**src/rtl/full_adder_pkg.sv**
```systemverilog
// full_adder_pkg: shared width limit and result type for the registered ripple-carry adder
package full_adder_pkg;
  localparam int FA_MAX_WIDTH = 64;
  typedef struct packed {
    logic [FA_MAX_WIDTH-1:0] sum;
    logic                    carry;
  } fa_result_t;
endpackage

```
**src/rtl/full_adder_if.sv**
```systemverilog
// full_adder_if: operand/result bundle; FULL_ADDER_OVF_EN adds the ovf result signal
interface full_adder_if
  import full_adder_pkg::*;
#(
  parameter int WIDTH = 1
);
  logic             in_valid;
  logic [WIDTH-1:0] af;
  logic [WIDTH-1:0] bf;
  logic             cf;
  logic             out_valid;
  logic [WIDTH-1:0] sum;
  logic             carry;
`ifdef FULL_ADDER_OVF_EN
  logic             ovf;
  modport master(output in_valid, af, bf, cf, input out_valid, sum, carry, ovf);
  modport slave(input in_valid, af, bf, cf, output out_valid, sum, carry, ovf);
`else
  modport master(output in_valid, af, bf, cf, input out_valid, sum, carry);
  modport slave(input in_valid, af, bf, cf, output out_valid, sum, carry);
`endif
endinterface

```
**src/rtl/full_adder_cell.sv**
```systemverilog
// full_adder_cell: combinational one-bit full adder, the leaf of the carry chain
module full_adder_cell (
  input  logic a_i,
  input  logic b_i,
  input  logic c_i,
  output logic s_o,
  output logic c_o
);
  assign s_o = a_i ^ b_i ^ c_i;
  assign c_o = (a_i & b_i) | (a_i & c_i) | (b_i & c_i);
endmodule

```
**src/rtl/full_adder.sv**
```systemverilog
// full_adder: registered WIDTH-bit ripple-carry adder; FULL_ADDER_OVF_EN adds a registered signed-overflow flag
module full_adder
  import full_adder_pkg::*;
#(
  parameter int WIDTH = 1
) (
  input logic         clk,
  input logic         rst_n,
  full_adder_if.slave bus
);
  logic [WIDTH:0]   c;
  logic [WIDTH-1:0] s;
  logic [WIDTH-1:0] sum_q, sum_d;
  logic             carry_q, carry_d;
  logic             valid_q;
  assign c[0] = bus.cf;
  for (genvar i = 0; i < WIDTH; i++) begin : g_bit
    full_adder_cell u_cell (
      .a_i(bus.af[i]),
      .b_i(bus.bf[i]),
      .c_i(c[i]),
      .s_o(s[i]),
      .c_o(c[i+1])
    );
  end
  // Capture only on valid so idle (possibly X) operands never reach the outputs
  always_comb begin
    sum_d   = bus.in_valid ? s : sum_q;
    carry_d = bus.in_valid ? c[WIDTH] : carry_q;
  end
  // Result and valid registers; reset asserts asynchronously
  always_ff @(posedge clk or negedge rst_n) begin
    if (!rst_n) begin
      sum_q   <= '0;
      carry_q <= 1'b0;
      valid_q <= 1'b0;
    end else begin
      sum_q   <= sum_d;
      carry_q <= carry_d;
      valid_q <= bus.in_valid;
    end
  end
  assign bus.sum       = sum_q;
  assign bus.carry     = carry_q;
  assign bus.out_valid = valid_q;
`ifdef FULL_ADDER_OVF_EN
  logic ovf_q, ovf_d;
  // Two's-complement overflow: carries into and out of the sign bit differ
  always_comb ovf_d = bus.in_valid ? (c[WIDTH] ^ c[WIDTH-1]) : ovf_q;
  // Overflow register tracks the sum register
  always_ff @(posedge clk or negedge rst_n) begin
    if (!rst_n) ovf_q <= 1'b0;
    else        ovf_q <= ovf_d;
  end
  assign bus.ovf = ovf_q;
`endif
endmodule

```
**src/flat_wrapper.sv**
```systemverilog
// flat-port wrapper written by rule: the top's interface ports become plain ports
module full_adder_flat import full_adder_pkg::*;
#(
  parameter int WIDTH = 1
)
  (clk, rst_n, bus_in_valid, bus_af, bus_bf, bus_cf, bus_out_valid, bus_sum, bus_carry);
  full_adder_if #(.WIDTH(WIDTH)) bus_i ();
  input logic clk;
  input logic rst_n;
  input wire logic [$bits(bus_i.in_valid)-1:0] bus_in_valid;
  input wire logic [$bits(bus_i.af)-1:0] bus_af;
  input wire logic [$bits(bus_i.bf)-1:0] bus_bf;
  input wire logic [$bits(bus_i.cf)-1:0] bus_cf;
  output wire logic [$bits(bus_i.out_valid)-1:0] bus_out_valid;
  output wire logic [$bits(bus_i.sum)-1:0] bus_sum;
  output wire logic [$bits(bus_i.carry)-1:0] bus_carry;
  assign bus_i.in_valid = bus_in_valid;
  assign bus_i.af = bus_af;
  assign bus_i.bf = bus_bf;
  assign bus_i.cf = bus_cf;
  assign bus_out_valid = bus_i.out_valid;
  assign bus_sum = bus_i.sum;
  assign bus_carry = bus_i.carry;
  full_adder #(.WIDTH(WIDTH)) u_core (.clk(clk), .rst_n(rst_n), .bus(bus_i));
endmodule
```
**config.mk**
```make
export PLATFORM = sky130hd
export DESIGN_NAME = full_adder_flat
export DESIGN_NICKNAME = d
export VERILOG_FILES = /design/src/rtl/full_adder_pkg.sv /design/src/rtl/full_adder_if.sv /design/src/rtl/full_adder_cell.sv /design/src/rtl/full_adder.sv /design/src/flat_wrapper.sv
export SDC_FILE = /design/constraint.sdc
export NUM_CORES = 1
export LEC_CHECK = 0
export BUFFER_PORTS_ARGS = -buffer_cell sky130_fd_sc_hd__buf_2
export CORE_AREA = 2 2 39 41
export CTS_CLUSTER_SIZE = 28
export DETAILED_ROUTE_END_ITERATION = 12
export DIE_AREA = 0 0 41 43
export PLACE_DENSITY = 0.3
export SETUP_SLACK_MARGIN = 0.3
export SYNTH_ARGS = -nofsm -noshare
export SYNTH_HDL_FRONTEND = slang
export SYNTH_SLANG_ARGS = --single-unit
export TNS_END_PERCENT = 20
```
**constraint.sdc**
```tcl
create_clock -name clk -period 0.8 [get_ports clk]
set_input_delay 0.08 -clock clk [delete_from_list [all_inputs] [get_ports clk]]
set_output_delay 0.08 -clock clk [all_outputs]
set_load 0.03 [all_outputs]
```
==> After elaboration in Yosys (flattened, before gate mapping) <==
Cells that the tools add are included.
{ "word_totals": {"ff_bits": 3, "out_inout_bits": 3, "wordCells": 10} }
{ "classes": {"n_bitwise": 7} }
{ "op_table": {"columns": ["operator", "n"], "rows": [
  ["1-bit bitwise AND", 3],
  ["1-bit bitwise OR", 2],
  ["1-bit bitwise XOR", 2]
]} }

==> Depth between registers and ports, before layout <==
Gate-level depths: netlist (run 1).
{ "logic_depth": {"depth_word": 3, "ltp_mapped": 2, "depth_no_buf": 2} }

==> Hierarchy <==
Synthesis (run 1) repeated with hierarchy kept, for this count alone.
{ "unflattened": {"cells_unflattened": 6, "area_unflattened_um2": 117.6} }
{ "by_module_without_submodules": {"columns": ["module", "instances", "cells_each", "area_each_um2", "seq_area_each_um2"], "rows": [
  ["full_adder", 1, 5, 97.6, 75.1],
  ["full_adder_cell", 1, 1, 20.0, 0.0]
]} }

==> Least setup slack after synthesis (run 1) <==
Ideal clock, no wire load.
{ "synth_path": {"path_type": "input to register", "from": "in bus_cf", "to": "reg u_core.sum_q (netlist: u_core.bus.sum)", "setup_time_ns": 0.125, "arrival_ns": 0.781, "t_required_ns": 0.675, "slack_ns": -0.106, "stages": 2, "path_cell_list": "fa_1 -> mux2_2"} }
{ "synth_via": {"elab_chain_cells": 1} }
{ "synth_lines": {"columns": ["element", "line", "rtl"], "rows": [
  ["start: declaration", "flat_wrapper.sv:13", "input wire logic [$bits(bus_i.cf)-1:0] bus_cf;"],
  ["1-bit bitwise XOR", "full_adder_cell.sv:9", "assign s_o = a_i ^ b_i ^ c_i;"],
  ["end signal: assignment", "full_adder.sv:38", "sum_q <= sum_d;"],
  ["end: declaration", "full_adder.sv:13", "logic [WIDTH-1:0] sum_q, sum_d;"]
]} }
Every way passes these cells.
A chain may end at the register's enable or synchronous reset.

==> Worst setup path after layout (run 1) <==
{ "layout_path": {"from": "reg u_core.sum_q (netlist: u_core.bus.sum)", "to": "out bus_sum"} }
{ "layout_lines": {"columns": ["element", "line", "rtl"], "rows": [
  ["end: declaration", "flat_wrapper.sv:15", "output wire logic [$bits(bus_i.sum)-1:0] bus_sum;"]
]} }
No word-level cell between the ends.

==> metrics.txt, run 1 <==
status=finished with violations; failing checks=hold timing, setup timing; vias in the first global route=122; CP bufs+invs=1; Cell Int Power=0.000423 W; IO buf count=8; fin. max-slew vios=0; drt first pass iters=2; CTS tree=built; Hold-fix buffers, CTS=1; max incr delay on CP=0.38 ns; Setup Fix Bufs, Post-CTS=0; top-count cell post-synth=dfrtp_1; crit path cell chain=buf_6; Fmax=1210 MHz; Worst Min Path Start=bus_in_valid; chip height=43 microns; Antenna Diode Count=0; top cells by count, synth=dfrtp_1 (3), mux2_2 (2), fa_1 (1); fin worst setup slack=-0.0294 ns; H-tree levels=1; flip-flop and latch count after synthesis=3; core box area=1380 sq um; Setup Skew=0 ns; crit path max fanout=2; layout cells sized above 1=68.4%; row cnt=14; Initial DRC Count=5; Post-Layout Cell Count=35; Synth area leaders=dfrtp_1 (64%), mux2_2 (19%), fa_1 (17%); Synth cell types=3; share of flip-flops with an asynchronous set or reset=100%; switching share of power=26.2%; final number of setup-violating endpoints=4; Period minus WS final=0.829 ns; power share of the clock group=45.6%; slowest CP cell=dfrtp_1; DRC=0; final WL=284 microns; syn avg cell area=19.6 sq um; leading area contributor after synthesis=dfrtp_1; Routed Antenna Nets=0; Placement Cell Area=178 sq um; Synth Instances=6; GRT overflow=0; worst hold path stage count=1; CP endpoint kind=output port; worst skew pair latency=0.23 ns; CTS Buffer Depth=2; Comb pwr share=22.4%; worst r2r src=u_core.bus.sum; Post-Place Cells=30; initial core utilization=8.50%; post-route clock period utilization=104%; worst hold slack=-0.00295 ns; antenna violations before repair=0; VDD IR max=0.000484 V; cell family with most CP delay=flip-flops; Post-synth EDFFs=0; Via density=2.83; r2r setup slk=0.04 ns; ys flop type=dfrtp_1; worst-margin pin slew=0.0886 ns; Worst Reg2Reg Path Length in Cells=1; RSZ-0062 raised after global routing=yes; I/O pins=9; GRT Overall Usage=4.83%; hold endpoint=u_core.bus.out_valid; worst setup path class=flip-flop to output port; arrival time worst endpoint=0.75 ns; nets=27; relative slew slack=94.1%; Clock Tree Root=clkbuf_4; vias=99; max-cap violations=0; first-pass GRT wire length=448 microns; gp weighted congestion=0.454; Power Dens Cells=2460 nW/um^2; CP Data Required Time=0.72 ns; Syn Nets=13; Avg WL per Cell=8.11 microns; TritonCTS sink count=3; Synthesis Warnings=0; Synth Cell Area=118 sq um; post-route core utilization=16.8%; Num CTS Buffers=3; min-delay worst type=input port to flip-flop; post-synth top area share=63.8%; sequential share of power=32.0%; Clock transition at path regs=0.04 ns; register area share after synthesis=63.8%; final instance area=233 sq um; Area Overhead vs Synth=97.9%; P_sw=0.000150 W; FF-to-FF End=u_core.bus.sum; Final Hold Vio Count=1; Pleak=0.107 nW; Startpoint Class=flip-flop; Die X=41 microns; die footprint=1760 sq um; largest net degree at the start of global routing=4
timing repair:
item	4_1_cts	5_1_grt
setup endpoints to repair	5	5
endpoints found under the hold margin	4	1
pin swaps	0	1
gates resized for setup	6	0
cell families (layout without fill, tap and decap cells):
group / after synthesis / after routing / share of synthesized area, %
DFF: 3 / 3 / 63.8
adders and majority gates: 1 / 1 / 17.0
muxes: 2 / 2 / 19.1
buffers and inverters: 0 / 13 / 0
registers in the layout (all words and copies together), names as in the netlist:
name and count:
u_core.bus.carry 1, u_core.bus.out_valid 1, u_core.bus.sum 1
how the worst max path moves through the flow:
stage                     start              to  slack, ns  cells past startpoint
2_1_floorplan            bus_cf  u_core.bus.sum      -0.11                      2
3_3_place_gp             bus_cf  u_core.bus.sum      -0.26                      3
3_5_place_dp             bus_cf  u_core.bus.sum      -0.24                      3
4_1_cts        u_core.bus.carry       bus_carry      -0.04                      1
5_1_grt          u_core.bus.sum         bus_sum      -0.07                      1
6_report         u_core.bus.sum         bus_sum      -0.03                      1
final cells by class:
| cell class | count | area [sq um] |
|---|---|---|
| repair buffers | 9 | 68.8 |
| well taps | 16 | 20.0 |
| fillers | 156 | 1150 |
| clock buffers | 4 | 26.3 |
| flip-flops and latches | 3 | 75.1 |
| multi-input cells | 3 | 42.5 |
power by group through the flow:
stage / Combinational [W] / Clock, W / Sequential (W)
after floorplan: 0.0000198 / 0 / 0.000221
after detailed placement: 0.000103 / 0 / 0.000180
after CTS: 0.000130 / 0.000280 / 0.000183
final: 0.000128 / 0.000262 / 0.000184
after global routing: 0.000137 / 0.000297 / 0.000187
after global placement: 0.000103 / 0 / 0.000181
per-layer routing:
metal	up-vias	GRT usage [%]	part of all wire, %
li1	47	-	-
met1	43	3.88	37
met2	9	4.06	37
met3	0	7.33	26
met4	0	6.00	0
met5	-	0	0
layout by cell type (no fill, tap or decap), drive strengths merged:
master / n
dfrtp: 3
fa: 1
clkbuf: 4
mux2: 2
dlygate4sd3: 1
buf: 8
per-stage QoR:
step / total power, W / TNS (ns) / setup slack (ns)
detailed placement: 0.000283 / -0.435 / -0.240
floorplan: 0.000241 / -0.187 / -0.106
finish: 0.000574 / -0.0759 / -0.0294
global placement: 0.000285 / -0.436 / -0.258
CTS: 0.000593 / -0.102 / -0.0399
global route: 0.000621 / -0.184 / -0.0731
Note: power is estimated with default switching activity, not from simulation.
==> run 2, diff against run 1 <==
SKIP_LAST_GASP = 1   (was default)
==> run 2 against run 1 <==
Net effect: the run still ends with hold timing, setup timing left; setup slack about the same; clock skew is the same; non-clock buffer count is the same; maximum frequency barely moved; largest power group unchanged; critical endpoint unchanged.
==> metrics.txt, run 2 (same netlist as run 1, synthesis figures left out) <==
fin worst setup slack=-0.0295 ns; Worst Min Path Start=bus_in_valid; largest net degree at the start of global routing=4; failing checks=hold timing, setup timing; switching share of power=26.3%; initial core utilization=8.50%; Multi-input gate area=42.5 sq um; sequential share of power=32.1%; P_sw=0.000150 W; drt first pass iters=2; crit path max fanout=2; core box area=1380 sq um; Startpoint Class=flip-flop; status=finished with violations; worst setup path class=flip-flop to output port; max-cap violations=0; crit path cell chain=buf_6; GRT overflow=0; final WL=286 microns; CTS tree=built; DRC=0; Clock transition at path regs=0.04 ns; Final Hold Vio Count=1; Num CTS Buffers=3; Comb pwr share=22.0%; FF+latch area=75.1 sq um; commonest non-fill, non-tap cell in the layout=buf_2; gp weighted congestion=0.454; Via density=2.83; chip height=43 microns; arrival time worst endpoint=0.75 ns; power share of the clock group=45.9%; I/O pins=9; Setup Skew=0 ns; VDD IR max=0.000484 V; die footprint=1760 sq um; final number of setup-violating endpoints=4; vias=99; worst-margin pin slew=0.156 ns; worst slack at placement=-0.240 ns; Hold-fix buffers, CTS=1; max incr delay on CP=0.38 ns; RSZ-0062 raised after global routing=yes; row cnt=14; CTS Buffer Depth=2; Avg WL per Cell=8.17 microns; TritonCTS sink count=3; vias in the first global route=122; post-route clock period utilization=104%; relative slew slack=89.7%; Cell Int Power=0.000420 W; Pleak=0.105 nW; Antenna Diode Count=0; crit path from=u_core.bus.sum; fin. max-slew vios=0; min-delay worst type=input port to flip-flop; Fmax=1210 MHz; first-pass GRT wire length=448 microns; Initial DRC Count=5; IO buf count=8; worst r2r src=u_core.bus.sum; Routed Antenna Nets=0; nets=27; CP Data Required Time=0.72 ns; CP bufs+invs=1; Power Dens Cells=2520 nW/um^2; Clock Tree Root=clkbuf_4; Area Overhead vs Synth=92.6%; worst skew pair latency=0.23 ns; most frequent cells in the layout=buf_2 (6), clkbuf_4 (3), dfrtp_1 (3); worst hold slack=-0.00295 ns; filler cell count=158; Die X=41 microns; slowest CP cell=dfrtp_1; H-tree levels=1; antenna violations before repair=0; GRT Overall Usage=4.83%; Period minus WS final=0.829 ns; layout cells sized above 1=68.4%; CP endpoint kind=output port; cell family with most CP delay=flip-flops
[run 2: per-stage QoR]
| step | util, % | area [sq um] | TNS [ns] | std cells | total power, W |
|---|---|---|---|---|---|
| finish | 16.4 | 226 | -0.0912 | 35 | 0.000570 |
| global route | 16.4 | 226 | -0.202 | 35 | 0.000617 |
| CTS | 16.4 | 226 | -0.119 | 35 | 0.000589 |
| detailed placement | 12.8 | 178 | -0.435 | 30 | 0.000283 |
| global placement | 12.8 | 178 | -0.436 | 30 | 0.000285 |
| floorplan | - | 118 | -0.187 | 6 | 0.000241 |
[run 2: what timing repair did]
action	4_1_cts	5_1_grt
hold endpoints to repair	4	1
endpoints found under the setup margin	5	5
cloned	0	0
resized for setup	4	0
buffers inserted	0	0
[run 2: metal layers]
metal | track usage, % | vias to the layer above | part of all wire (%)
li1 | - | 47 | -
met1 | 3.88 | 43 | 37
met2 | 4.06 | 9 | 36
met3 | 7.33 | 0 | 27
met4 | 6.00 | 0 | 0
met5 | 0 | - | 0
[run 2: worst paths after layout]
kind	end	slack (ns)	cells after the start
min reg2reg	u_core.bus.carry	0.53	1
min	u_core.bus.out_valid	-0.003	1
max	bus_sum	-0.03	1
max in group asynchronous	u_core.bus.out_valid	0.52	2
max reg2reg	u_core.bus.sum	0.04	1
min in group asynchronous	u_core.bus.carry	0.17	2
[run 2: final cells by class]
type / instances / area share, %
Multi-Input combinational cell: 3 / 18.8
Sequential cell: 3 / 33.1
Clock buffer: 4 / 11.6
Timing Repair Buffer: 9 / 27.6
Tap cell: 16 / 8.84
[run 2: power groups by stage]
stage / Clock [W] / Combinational (W) / Sequential, W
finish: 0.000262 / 0.000125 / 0.000183
global route: 0.000297 / 0.000134 / 0.000186
CTS: 0.000280 / 0.000127 / 0.000183
detailed placement: 0 / 0.000103 / 0.000180
global placement: 0 / 0.000103 / 0.000181
floorplan: 0 / 0.0000198 / 0.000221
==> run 3, diff against run 2 <==
CELL_PAD_IN_SITES_DETAIL_PLACEMENT = 0   (was default)
CELL_PAD_IN_SITES_GLOBAL_PLACEMENT = 2   (was default)
CTS_BUF_LIST = sky130_fd_sc_hd__clkbuf_8   (was default)
PLACE_DENSITY = 0.39   (was 0.3)
clock period = 1 ns   (was 0.8 ns; I/O delays follow)
==> run 3 against run 2 <==
Net effect: the run now ends clean; sequential power decreased by 19%; power increased by 4.5%; critical path depth increased by 2; register-to-register slack improved by 0.19 ns; design area increased by 13%; critical endpoint is now u_core.bus.sum.
==> metrics.txt, run 3 (same netlist as run 1, synthesis figures left out) <==
Post-Place Cells=30; commonest non-fill, non-tap cell in the layout=buf_2; GRT Overall Usage=5.44%; Tot Pwr=0.000595 W; IO buf count=8; Post-Layout Cell Count=35; VDD IR max=0.000549 V; CP Data Required Time=1.09 ns; H-tree levels=1; Via density=3.03; Startpoint Class=input port; Initial DRC Count=1; Antenna Diode Count=0; worst skew pair latency=0.21 ns; post-route clock period utilization=83.9%; worst setup path class=input port to flip-flop; max-cap violations=0; layout cells sized above 1=68.4%; CP endpoint kind=flip-flop; Pleak=0.123 nW; TritonCTS sink count=3; final number of setup-violating endpoints=0; r2r setup slk=0.23 ns; relative slew slack=89.7%; Setup Skew=0 ns; Final Hold Vio Count=0; min-delay worst type=input port to flip-flop; Period minus WS final=0.839 ns; vias=106; die footprint=1760 sq um; Num CTS Buffers=3; Die X=41 microns; I/O pins=9; arrival time worst endpoint=0.93 ns; worst-margin pin slew=0.156 ns; fin. max-slew vios=0; core box area=1380 sq um; crit path max fanout=1; antenna violations before repair=0; GRT overflow=0; RSZ-0062 raised after global routing=yes; most frequent cells in the layout=buf_2 (5), clkbuf_8 (3), buf_6 (3), dfrtp_1 (3); Avg WL per Cell=9.17 microns; final WL=321 microns; vias in the first global route=133; initial core utilization=8.50%; Power Dens Cells=2330 nW/um^2; CTS tree=built; drt first pass iters=2; chip height=43 microns; nets=27; Area Overhead vs Synth=117%; Routed Antenna Nets=0; filler cell count=153; row cnt=14; Clock Tree Root=clkbuf_8; largest net degree at the start of global routing=4; Clock transition at path regs=0.03 ns; CTS Buffer Depth=2; DRC=0; gp weighted congestion=0.515; first-pass GRT wire length=524 microns; Fmax=1190 MHz; status=complete, no violations
[run 3: cell types whose count changed in the layout (fill, tap and decap cells not counted)]
cell	change
mux2_2	-1
mux2_4	+1
clkbuf_8	+3
buf_6	+1
buf_2	-1
clkbuf_4	-3
clkbuf_1	-1
inv_1	+1
[run 3: area by class of cell]
cell class	instances	area, sq um	area share, %
flip-flops and latches	3	75.1	29.4
multi-input cells	3	46.3	18.1
well taps	16	20.0	7.84
clock inverters	1	3.75	1.47
repair buffers	9	68.8	27.0
clock buffers	3	41.3	16.2
[run 3: repair_timing]
item | CTS | global route
hold buffers | 1 | 0
buffers inserted | 0 | 0
setup endpoints to repair | 5 | 5
pin swaps | 1 | 0
cloned | 0 | 0
gates resized for setup | 6 | 0
endpoints found under the hold margin | 3 | 0
[run 3: per-stage QoR]
step	worst slack (ns)	TNS, ns	instance area [sq um]	utilization [%]	hold slack [ns]
3_5_place_dp	-0.0727	-0.102	178	12.8	-0.104
6_report	0.161	0	255	18.4	0.0399
3_3_place_gp	-0.0811	-0.0923	178	12.8	-0.102
5_1_grt	0.136	0	255	18.4	0.0498
4_1_cts	0.155	0	255	18.4	0.0394
2_1_floorplan	0.0741	0	118	-	-0.196
[run 3: path summary, 6_finish.rpt]
path,depth (start not counted),to,startpoint
min in group asynchronous,2,u_core.bus.out_valid,rst_n
max reg2reg,1,u_core.bus.sum,u_core.bus.sum
min,1,u_core.bus.out_valid,bus_in_valid
min reg2reg,1,u_core.bus.sum,u_core.bus.sum
max in group asynchronous,2,u_core.bus.sum,rst_n
max,3,u_core.bus.sum,bus_af
[run 3: where the power goes]
part / switching (W) / internal, W / total [W]
clock network: 0.0000776 / 0.000261 / 0.000339
logic: 0.0000523 / 0.0000567 / 0.000109
registers: 0.00000994 / 0.000138 / 0.000148
[run 3: worst max-delay path: stages]
cell    delay, ns
buf_6        0.09
fa_1         0.47
mux2_4       0.27
[run 3: per-layer routing]
metal | GRT usage [%] | vias up | part of all wire, %
met5 | 0 | - | 0
met4 | 6.00 | 0 | 6.5
met3 | 7.33 | 4 | 24
met2 | 5.31 | 11 | 31
met1 | 4.56 | 44 | 38
li1 | - | 47 | -
